$ cat src/rtl/mspu_uart_pkg.sv
// Shared types and constants for the board-level UART transmit path.
package mspu_uart_pkg;

    typedef enum logic [1:0] {
        StIdle,
        StStart,
        StData,
        StStop
    } uart_tx_state_t;

    localparam int unsigned UART_DATA_BITS  = 8;
    localparam int unsigned UART_FRAME_BITS = 10;

endpackage

$ cat src/rtl/uart_tx_serializer.sv
// 8N1 serializer: accepts one byte in IDLE and shifts it out LSB first at
// CLKS_PER_BIT clocks per bit.
module uart_tx_serializer
    import mspu_uart_pkg::*;
#(
    parameter int unsigned CLKS_PER_BIT = 868
) (
    input  logic                      clk,
    input  logic                      reset,
    input  logic                      in_valid,
    input  logic [UART_DATA_BITS-1:0] in_data,
    output logic                      in_ready,
    output logic                      busy,
    output logic                      uart_tx
);

    localparam int unsigned CntW = (CLKS_PER_BIT > 1) ? $clog2(CLKS_PER_BIT) : 1;

    uart_tx_state_t            state_q, state_d;
    logic [CntW-1:0]           baud_q, baud_d;
    logic [2:0]                bit_q, bit_d;
    logic [UART_DATA_BITS-1:0] shift_q, shift_d;
    logic                      tc;

    assign tc = (baud_q == CntW'(CLKS_PER_BIT - 1));

    always_ff @(posedge clk or negedge reset) begin
        if (!reset) begin
            state_q <= StIdle;
            baud_q  <= '0;
            bit_q   <= '0;
            shift_q <= '0;
        end else begin
            state_q <= state_d;
            baud_q  <= baud_d;
            bit_q   <= bit_d;
            shift_q <= shift_d;
        end
    end

    always_comb begin
        state_d = state_q;
        baud_d  = baud_q;
        bit_d   = bit_q;
        shift_d = shift_q;
        unique case (state_q)
            StIdle: begin
                if (in_valid) begin
                    shift_d = in_data;
                    baud_d  = '0;
                    bit_d   = '0;
                    state_d = StStart;
                end
            end
            StStart: begin
                if (tc) begin
                    baud_d  = '0;
                    state_d = StData;
                end else begin
                    baud_d = baud_q + 1'b1;
                end
            end
            StData: begin
                if (tc) begin
                    baud_d  = '0;
                    shift_d = shift_q >> 1;
                    if (bit_q == 3'(UART_DATA_BITS - 1)) begin
                        state_d = StStop;
                    end else begin
                        bit_d = bit_q + 1'b1;
                    end
                end else begin
                    baud_d = baud_q + 1'b1;
                end
            end
            StStop: begin
                if (tc) begin
                    baud_d  = '0;
                    state_d = StIdle;
                end else begin
                    baud_d = baud_q + 1'b1;
                end
            end
            default: state_d = StIdle;
        endcase
    end

    // Line is driven from registered state only, so async reset forces it high at once.
    always_comb begin
        in_ready = 1'b0;
        busy     = 1'b1;
        uart_tx  = 1'b1;
        unique case (state_q)
            StIdle: begin
                in_ready = 1'b1;
                busy     = 1'b0;
            end
            StStart: uart_tx = 1'b0;
            StData:  uart_tx = shift_q[0];
            StStop:  uart_tx = 1'b1;
            default: uart_tx = 1'b1;
        endcase
    end

endmodule

$ cat src/rtl/uart_tx_arbiter.sv
// Round-robin arbiter with packet locking in front of a single 8N1 UART
// transmitter shared by NUM_REQ byte-stream requesters.
module uart_tx_arbiter
    import mspu_uart_pkg::*;
#(
    parameter int unsigned NUM_REQ      = 4,
    parameter int unsigned CLKS_PER_BIT = 868
) (
    input  logic                                          clk,
    input  logic                                          reset,
    input  logic [NUM_REQ-1:0]                            req_valid,
    input  logic [NUM_REQ-1:0][UART_DATA_BITS-1:0]        req_data,
    input  logic [NUM_REQ-1:0]                            req_last,
    output logic [NUM_REQ-1:0]                            req_ready,
    output logic [$clog2(NUM_REQ)-1:0]                    grant_id,
    output logic                                          locked,
    output logic                                          busy,
    output logic                                          uart_tx
);

    localparam int unsigned IdW = $clog2(NUM_REQ);

    logic [IdW-1:0] ptr_q, ptr_d;
    logic [IdW-1:0] grant_q, grant_d;
    logic           locked_q, locked_d;

    logic [IdW:0]   cand;
    logic [IdW-1:0] pick, sel;
    logic           any_valid, sel_valid, ser_ready, accept;

    // First valid requester at or after the pointer, wrapping modulo NUM_REQ.
    always_comb begin
        cand      = '0;
        pick      = '0;
        any_valid = 1'b0;
        for (int i = 0; i < NUM_REQ; i++) begin
            cand = {1'b0, ptr_q} + (IdW + 1)'(i);
            if (cand >= (IdW + 1)'(NUM_REQ)) begin
                cand = cand - (IdW + 1)'(NUM_REQ);
            end
            if (!any_valid && req_valid[cand[IdW-1:0]]) begin
                any_valid = 1'b1;
                pick      = cand[IdW-1:0];
            end
        end
    end

    assign sel       = locked_q ? grant_q : pick;
    assign sel_valid = locked_q ? req_valid[grant_q] : any_valid;
    assign accept    = sel_valid && ser_ready;

    always_comb begin
        req_ready = '0;
        if (accept) begin
            req_ready[sel] = 1'b1;
        end
    end

    always_comb begin
        ptr_d    = ptr_q;
        grant_d  = grant_q;
        locked_d = locked_q;
        if (accept) begin
            grant_d  = sel;
            locked_d = !req_last[sel];
            if (req_last[sel]) begin
                ptr_d = (sel == IdW'(NUM_REQ - 1)) ? '0 : sel + 1'b1;
            end
        end
    end

    always_ff @(posedge clk or negedge reset) begin
        if (!reset) begin
            ptr_q    <= '0;
            grant_q  <= '0;
            locked_q <= 1'b0;
        end else begin
            ptr_q    <= ptr_d;
            grant_q  <= grant_d;
            locked_q <= locked_d;
        end
    end

    assign grant_id = grant_q;
    assign locked   = locked_q;

    uart_tx_serializer #(
        .CLKS_PER_BIT(CLKS_PER_BIT)
    ) u_serializer (
        .clk     (clk),
        .reset   (reset),
        .in_valid(sel_valid),
        .in_data (req_data[sel]),
        .in_ready(ser_ready),
        .busy    (busy),
        .uart_tx (uart_tx)
    );

endmodule

$ cat config.mk
export PLATFORM = sky130hd
export DESIGN_NAME = uart_tx_arbiter
export DESIGN_NICKNAME = d
export VERILOG_FILES = /design/src/rtl/mspu_uart_pkg.sv /design/src/rtl/uart_tx_serializer.sv /design/src/rtl/uart_tx_arbiter.sv
export SDC_FILE = /design/constraint.sdc
export NUM_CORES = 1
export LEC_CHECK = 0
export BUFFER_PORTS_ARGS = -buffer_cell sky130_fd_sc_hd__buf_4
export CAP_MARGIN = 10
export CORE_UTILIZATION = 25
export CTS_CLUSTER_DIAMETER = 100
export DETAILED_ROUTE_END_ITERATION = 8
export PLACE_DENSITY = 0.52
export SLEW_MARGIN = 20
export SYNTH_ARGS = -nofsm -noshare
export SYNTH_HDL_FRONTEND = slang
export SYNTH_HIERARCHICAL = 1
export SYNTH_SLANG_ARGS = --single-unit
$ cat constraint.sdc
create_clock -name clk -period 3.5 [get_ports clk]
set_input_delay 0.7 -clock clk [delete_from_list [all_inputs] [get_ports clk]]
set_output_delay 0.7 -clock clk [all_outputs]
set_load 0.02 [all_outputs]
* Yosys cells after proc, flatten, opt, wreduce, memory -nomap -nowiden
Index checks and enable logic that the tools add are counted.
** Storage, ports and cells
- Register bits :: 28
- Input port bits :: 42
- Output and inout port bits :: 9
- Word-level logic and storage cells :: 107
** Operators by class
- $add $sub $neg :: 10
- Order comparisons :: 11
- Equality and inequality tests :: 12
- Mux-type cells :: 51
- Reductions and logical operators :: 16
** Operators with widths (count)
- $mux W2 :: 15
- $mux W8 :: 3
- $mux W10 :: 2
- $pmux W10 S2 :: 1
- $lt A2 B3 Y1 const B :: 6
- $bmux W8 S2 :: 1
- $pmux W8 S2 :: 1
- $mux W1 :: 14
- $bmux W1 S2 :: 6
- $add A10 B1 Y10 const B :: 1
- $eq A10 B10 Y1 const B :: 1
- $ge A3 B3 Y1 const B :: 3
- $mux W3 :: 3
- $ne A2 B1 Y1 const B :: 4
- $pmux W2 S4 :: 1
- $sub A2 B1 Y2 const B :: 4
- $add A2 B2 Y3 const B :: 2
- $eq A2 B2 Y1 const B :: 3
- $pmux W3 S2 :: 1
- $logic_and A1 B1 Y1 :: 5
- $reduce_and A5 Y1 :: 1
- $logic_not A1 Y1 :: 4
- $mux W4 :: 1
- $ne A2 B2 Y1 const B :: 2
- other kinds (15) :: 15

* Depth between registers and ports, before layout
- Word-level depth :: 20
- Mapped depth :: 11

* Modules after synthesis
Netlist, hierarchy kept.
** Modules (own cells, without submodules)
- uart_tx_serializer :: instances 1, cells an instance 133, area each 1408.9 um^2
- uart_tx_arbiter :: instances 1, cells an instance 90, area each 739.5 um^2

* Worst setup path before layout
No wires, ideal clock.
- Path type :: input to output
- From :: input req_valid[2]
- To :: output req_ready[3]
- Data arrival time :: 2319 ps
- Data required time :: 2800 ps
- Path slack :: 481 ps
- Stages on the path :: 7
- Buffers on the path :: 2
- Cells stage by stage :: mux2_1 > a221o_1 > o21ai_2 > buf_2 > buf_2 > ha_1 > and3_1
** On the way
- Cells in the longest elaborated chain, start to end :: 18
- Elaborated cells on any way between the ends :: 33
- Classes of those cells :: 2 x order compare; 23 x mux; 8 x reduce/logical
** Ends and longest elaborated chain
- from (decl) :: line uart_tx_arbiter.sv:11 : input logic [NUM_REQ-1:0] req_valid,
- $bmux W1 S2 :: line uart_tx_arbiter.sv:41 : if (!any_valid && req_valid[cand[IdW-1:0]]) begin
- $mux W1 (not written as such) :: line uart_tx_arbiter.sv:41
- $mux W1 :: line uart_tx_arbiter.sv:41
- $logic_not A1 Y1 :: line uart_tx_arbiter.sv:41
- $logic_and A1 B1 Y1 :: line uart_tx_arbiter.sv:41
- $mux W1 :: line uart_tx_arbiter.sv:41
- $logic_not A1 Y1 :: line uart_tx_arbiter.sv:41
- $logic_and A1 B1 Y1 :: line uart_tx_arbiter.sv:41
- [... 3 more ...]
- $mux W2 (*) :: line uart_tx_arbiter.sv:41
- $mux W2 (*) :: line uart_tx_arbiter.sv:48 : assign sel = locked_q ? grant_q : pick;
- net sel[0] :: line uart_tx_arbiter.sv:28 : logic [IdW-1:0] pick, sel;
- $lt A2 B3 Y1 (not written as such) or $ge A2 B1 Y1 (tied branches) :: line uart_tx_arbiter.sv:55 : req_ready[sel] = 1'b1;
- $logic_and A1 B1 Y1 (not written as such) :: line uart_tx_arbiter.sv:55
- $mux W1 (not written as such) :: line uart_tx_arbiter.sv:55
- $demux W1 S2 (*) :: line uart_tx_arbiter.sv:55
- $mux W4 (*) :: line uart_tx_arbiter.sv:54 : if (accept) begin
- to (decl) :: line uart_tx_arbiter.sv:14 : output logic [NUM_REQ-1:0] req_ready,
Mark *: on every way through the listed nets, which the timed path passes. The rest lies on a longest branch. The select of a mux whose other input is x is not followed.

* Worst setup path in the final report
- From :: input req_valid[0]
- To :: output req_ready[3]
** On the way
- Cells in the longest elaborated chain, start to end :: 18
- Elaborated cells on any way between the ends :: 33
- Classes of those cells :: 2 x order compare; 23 x mux; 8 x reduce/logical
** Ends and longest elaborated chain (line)
- $bmux W1 S2 :: uart_tx_arbiter.sv:41
- $mux W1 (not written as such) :: uart_tx_arbiter.sv:41
- $mux W1 :: uart_tx_arbiter.sv:41
- $logic_not A1 Y1 :: uart_tx_arbiter.sv:41
- $logic_and A1 B1 Y1 :: uart_tx_arbiter.sv:41
- $mux W1 :: uart_tx_arbiter.sv:41
- $logic_not A1 Y1 :: uart_tx_arbiter.sv:41
- $logic_and A1 B1 Y1 :: uart_tx_arbiter.sv:41
- [... 2 more ...]
- $logic_and A1 B1 Y1 :: uart_tx_arbiter.sv:41
- $mux W2 :: uart_tx_arbiter.sv:41
- $mux W2 :: uart_tx_arbiter.sv:48
- $lt A2 B3 Y1 (not written as such) or $ge A2 B1 Y1 (tied branches) :: uart_tx_arbiter.sv:55
- $logic_and A1 B1 Y1 (not written as such) :: uart_tx_arbiter.sv:55
- $mux W1 (not written as such) :: uart_tx_arbiter.sv:55
- $demux W1 S2 :: uart_tx_arbiter.sv:55
- $mux W4 (*) :: uart_tx_arbiter.sv:54
Mark *: on every way between the ends. The rest lies on a longest branch, timed or not. The select of a mux whose other input is x is not followed.

==> run_summary.xml <==
<?xml version="1.0" encoding="UTF-8"?>
<metrics>
  <group name="detailed_routing">
    <metric name="ant_nets" unit="">0</metric>
    <metric name="drt_first_pass_iters" unit="">4</metric>
    <metric name="route.detailed.vias_per_inst" unit="">4.88</metric>
    <metric name="wire_per_inst" unit="microns">13.9</metric>
    <metric name="detail_route.drc_violations" unit="">0</metric>
    <metric name="drt_wl_total" unit="mm">5.22</metric>
    <metric name="drt-initial-drc-count" unit="">95</metric>
    <metric name="vias" unit="">1838</metric>
  </group>
  <group name="outcome">
    <metric name="status" unit="">finished clean</metric>
  </group>
  <group name="logic_synthesis">
    <metric name="yosysUniqueCellTypes" unit="">53</metric>
    <metric name="yosysTopAreaCell" unit="">sky130_fd_sc_hd__dfrtp_1</metric>
    <metric name="number_of_synthesized_register_bits" unit="">28</metric>
    <metric name="synth-async-reset-ratio" unit="">1.00</metric>
    <metric name="post_synth_inst_count" unit="">223</metric>
    <metric name="ys_seq_area_frac" unit="">0.326</metric>
    <metric name="synth_fp_nets" unit="">277</metric>
    <metric name="ys_warnings" unit="">6</metric>
    <metric name="number_of_flops_mapped_to_enable_cells_by_yosys" unit="">0</metric>
    <metric name="synthDominantCellAreaShare" unit="">0.326</metric>
    <metric name="avgSynthCellArea" unit="sq um">9.63</metric>
    <metric name="summed_instance_area_of_the_synthesized_netlist" unit="sq um">2150</metric>
    <metric name="synth-main-ff-cell" unit="">sky130_fd_sc_hd__dfrtp_1</metric>
    <metric name="synth.area.top_cells" unit="">sky130_fd_sc_hd__dfrtp_1, sky130_fd_sc_hd__ha_1, sky130_fd_sc_hd__mux2i_1</metric>
  </group>
  <group name="sta">
    <metric name="finalCriticalPeriod" unit="ns">3.12</metric>
    <metric name="grt_setup_unrepaired" unit="">no</metric>
    <metric name="finalClockSkew" unit="ns">0.00723</metric>
    <metric name="achievable-frequency" unit="MHz">320</metric>
    <metric name="final_max_tran_viols" unit="">0</metric>
    <metric name="fin_crit_sh" unit="">0.892</metric>
    <metric name="worst_slew_pin_slew" unit="ns">0.757</metric>
    <metric name="fin_tns_setup" unit="ns">0</metric>
    <metric name="finalHoldViolations" unit="">0</metric>
    <metric name="setup_viol" unit="">0</metric>
    <metric name="max-slew-margin-rel" unit="">0.496</metric>
  </group>
  <group name="global_routing">
    <metric name="grt_start_max_net_pins" unit="">29</metric>
    <metric name="grt_overflow" unit="">0</metric>
    <metric name="antenna_found_initial" unit="">0</metric>
    <metric name="grt_util_all_layers" unit="">0.120</metric>
    <metric name="global_route_wire_length_before_repair" unit="mm">8.50</metric>
    <metric name="first_global_vias" unit="">1705</metric>
  </group>
  <group name="layout">
    <metric name="final_net_count" unit="">327</metric>
    <metric name="final_core_utilization" unit="">0.328</metric>
    <metric name="n_antenna_cell" unit="">0</metric>
    <metric name="drive_above_1_share" unit="">0.316</metric>
    <metric name="area_added_between_synthesis_and_finish" unit="%">26.0</metric>
  </group>
  <group name="clock_tree">
    <metric name="cts-root-to-sink-buffers" unit="">2</metric>
    <metric name="cts-root-buf" unit="">sky130_fd_sc_hd__clkbuf_8</metric>
    <metric name="cts_setup_buffers" unit="">0</metric>
    <metric name="tritoncts_buffer_count" unit="">3</metric>
    <metric name="clock_transition_at_path_regs" unit="ns">0.10</metric>
    <metric name="cts_tree" unit="">yes</metric>
    <metric name="clock_sink_count" unit="">28</metric>
    <metric name="post_cts_resize_count" unit="">0</metric>
    <metric name="ctsHoldBuffers" unit="">0</metric>
    <metric name="clk_latency" unit="ns">0.28</metric>
    <metric name="clock_tree.htree_level_count" unit="">1</metric>
  </group>
  <group name="floorplanning">
    <metric name="design.core.area" unit="sq um">8260</metric>
    <metric name="core.rowCount" unit="">33</metric>
    <metric name="top_level_ports" unit="">51</metric>
    <metric name="die_height" unit="microns">94.7</metric>
    <metric name="dieArea" unit="sq um">8970</metric>
    <metric name="starting_density_of_the_core" unit="">0.260</metric>
    <metric name="die_width" unit="microns">94.7</metric>
  </group>
  <group name="placed_design">
    <metric name="dp_hpwl" unit="mm">3.80</metric>
    <metric name="place_congestion" unit="">0.755</metric>
    <metric name="portBuffers" unit="">50</metric>
  </group>
  <group name="critical_path">
    <metric name="reg2regPathDepth" unit="">6</metric>
    <metric name="reg2reg_setup_slack" unit="ns">0.97</metric>
    <metric name="worst_setup_path_end_kind" unit="">output pin</metric>
    <metric name="cp.required" unit="ns">2.80</metric>
    <metric name="startpoint_type" unit="">input pin</metric>
    <metric name="critical_path_arrival" unit="ns">2.42</metric>
    <metric name="crit_path_start" unit="">req_valid[0]</metric>
    <metric name="rr_startpoint" unit="">grant_id[0]</metric>
    <metric name="timing.critical_path.fanout_max" unit="">19</metric>
    <metric name="critical_path.endpoint" unit="">req_ready[3]</metric>
    <metric name="path_class" unit="">in -&gt; out</metric>
    <metric name="crit-reg2reg-capture" unit="">u_serializer/shift_q[3]</metric>
  </group>
  <group name="min_path">
    <metric name="hold_class" unit="">in -&gt; async</metric>
  </group>
  <group name="power_and_ir_drop">
    <metric name="irDropWorstVdd" unit="uV">146</metric>
    <metric name="power_density" unit="nW/um^2">242</metric>
    <metric name="power.static_leakage" unit="nW">1.18</metric>
  </group>
  <group name="flow_run">
    <metric name="maximum_capacitance_violations" unit="">0</metric>
  </group>
</metrics>
## cells by family (layout without fill, tap and decap cells)
kind of cell / Yosys count / count (layout) / share of synthesized area
multiplexers: 31 / 31 / 0.173
AND/OR/NAND/NOR: 76 / 76 / 0.209
flip-flops: 28 / 28 / 0.326
XOR/XNOR: 1 / 1 / 0.00408
AO/OA/AOI/OAI: 54 / 54 / 0.174
adder cells (fa/ha/maj): 12 / 12 / 0.0699
buffers and inverters: 21 / 70 / 0.0443
## per-layer routing
| layer | global-route usage | up-vias | share of wire |
|---|---|---|---|
| li1 | - | 923 | - |
| met1 | 0.168 | 888 | 0.48 |
| met2 | 0.191 | 25 | 0.49 |
| met3 | 0.0258 | 2 | 0.030 |
| met4 | 0.0227 | 0 | 0.0056 |
| met5 | 0 | - | 0 |
## stage by stage
step / power [mW] / instance area, sq um / std cells / hold WS, ns / setup WS (ns)
2_1_floorplan: 0.352 / 2150 / 223 / 0.404 / 0.481
3_3_place_gp: 0.401 / 2640 / 373 / 0.486 / 0.426
3_5_place_dp: 0.402 / 2640 / 373 / 0.490 / 0.373
4_1_cts: 0.669 / 2710 / 377 / 0.346 / 0.372
5_1_grt: 0.687 / 2710 / 377 / 0.351 / 0.232
6_report: 0.654 / 2710 / 377 / 0.326 / 0.379
## state kept, by name, summed over array words and instances (netlist names)
| name | count |
|---|---|
| u_serializer/baud_q | 10 |
| u_serializer/shift_q | 8 |
| u_serializer/bit_q | 3 |
| grant_id | 2 |
| ptr_q | 2 |
| u_serializer/state_q | 2 |
| locked | 1 |
## how the worst min path moves through the flow
stage | from | to | slack [ns] | cells after the start
after floorplan | reset | grant_id[0] | 0.40 | 0
after global placement | u_serializer/shift_q[3] | u_serializer/shift_q[3] | 0.49 | 1
after detailed placement | u_serializer/shift_q[3] | u_serializer/shift_q[3] | 0.49 | 1
after CTS | reset | u_serializer/baud_q[2] | 0.35 | 1
after global routing | reset | u_serializer/baud_q[2] | 0.35 | 1
final | reset | u_serializer/baud_q[2] | 0.33 | 1
## worst max-delay path, stage by stage
cell and delay, ns:
sky130_fd_sc_hd__buf_4 0.14, sky130_fd_sc_hd__mux2_1 0.28, sky130_fd_sc_hd__a221o_1 0.36, sky130_fd_sc_hd__o21ai_2 0.20
sky130_fd_sc_hd__buf_4 0.27, sky130_fd_sc_hd__ha_1 0.18, sky130_fd_sc_hd__and3_1 0.15, sky130_fd_sc_hd__buf_4 0.14
## cells in the mapped netlist, drive strengths merged, types with 2 or more instances
cell type and count:
o211ai 2, nor2 6, inv 12, a31oi 3, a211oi 8, and2 9
clkbuf 2, nor3 4, dfrtp 28, o22ai 2, o21bai 2, or4 2
nand3 12, a21oi 12, and3 5, o31ai 2, nand2b 4, o21ai 12
nand2 19, a2bb2oi 2, nand4bb 2, ha 12, mux2i 12, nor4 2
nand3b 4, mux2 18, a22o 4, buf 7, or3 4
## final cells by class
cell class	instances	area [sq um]
fillers	882	5550
inverters	12	45.0
clock buffers	3	41.3
flip-flops and latches	28	701
multi-input cells	174	1350
clock inverters	1	30.0
well taps	105	131
repair buffers	54	405
## cell usage in the layout (no fill, tap or decap), types with 2 or more instances in the layout
| master | count |
|---|---|
| sky130_fd_sc_hd__buf_4 | 54 |
| sky130_fd_sc_hd__dfrtp_1 | 28 |
| sky130_fd_sc_hd__nand2_1 | 19 |
| sky130_fd_sc_hd__mux2i_1 | 12 |
| sky130_fd_sc_hd__a21oi_1 | 12 |
| sky130_fd_sc_hd__ha_1 | 12 |
| sky130_fd_sc_hd__inv_1 | 11 |
| sky130_fd_sc_hd__o21ai_0 | 11 |
| sky130_fd_sc_hd__nand3_1 | 10 |
| sky130_fd_sc_hd__mux2_2 | 9 |
| sky130_fd_sc_hd__and2_0 | 8 |
| sky130_fd_sc_hd__a211oi_1 | 8 |
| sky130_fd_sc_hd__mux2_4 | 7 |
| sky130_fd_sc_hd__nor2_1 | 6 |
| sky130_fd_sc_hd__and3_1 | 5 |
| sky130_fd_sc_hd__or3_1 | 4 |
| sky130_fd_sc_hd__nand2b_1 | 4 |
| sky130_fd_sc_hd__nand3b_1 | 4 |
| sky130_fd_sc_hd__nor3_1 | 3 |
| sky130_fd_sc_hd__clkbuf_8 | 3 |
| sky130_fd_sc_hd__a31oi_1 | 2 |
| sky130_fd_sc_hd__mux2_1 | 2 |
| sky130_fd_sc_hd__nand4bb_1 | 2 |
| sky130_fd_sc_hd__o31ai_1 | 2 |
| sky130_fd_sc_hd__a2bb2oi_1 | 2 |
| sky130_fd_sc_hd__a22o_2 | 2 |
| sky130_fd_sc_hd__nor4_1 | 2 |
| sky130_fd_sc_hd__o21bai_1 | 2 |
| sky130_fd_sc_hd__a22o_1 | 2 |
| sky130_fd_sc_hd__or4_1 | 2 |
| sky130_fd_sc_hd__o211ai_1 | 2 |
## report_power, final
part / switching (mW) / leakage [nW] / internal [mW]
registers: 0 / 0.345 / 0.323
logic: 0.0273 / 0.801 / 0.0434
clock network: 0.107 / 0.0357 / 0.153
total: 0.134 / 1.18 / 0.520
(Power assumes the default switching activity.)
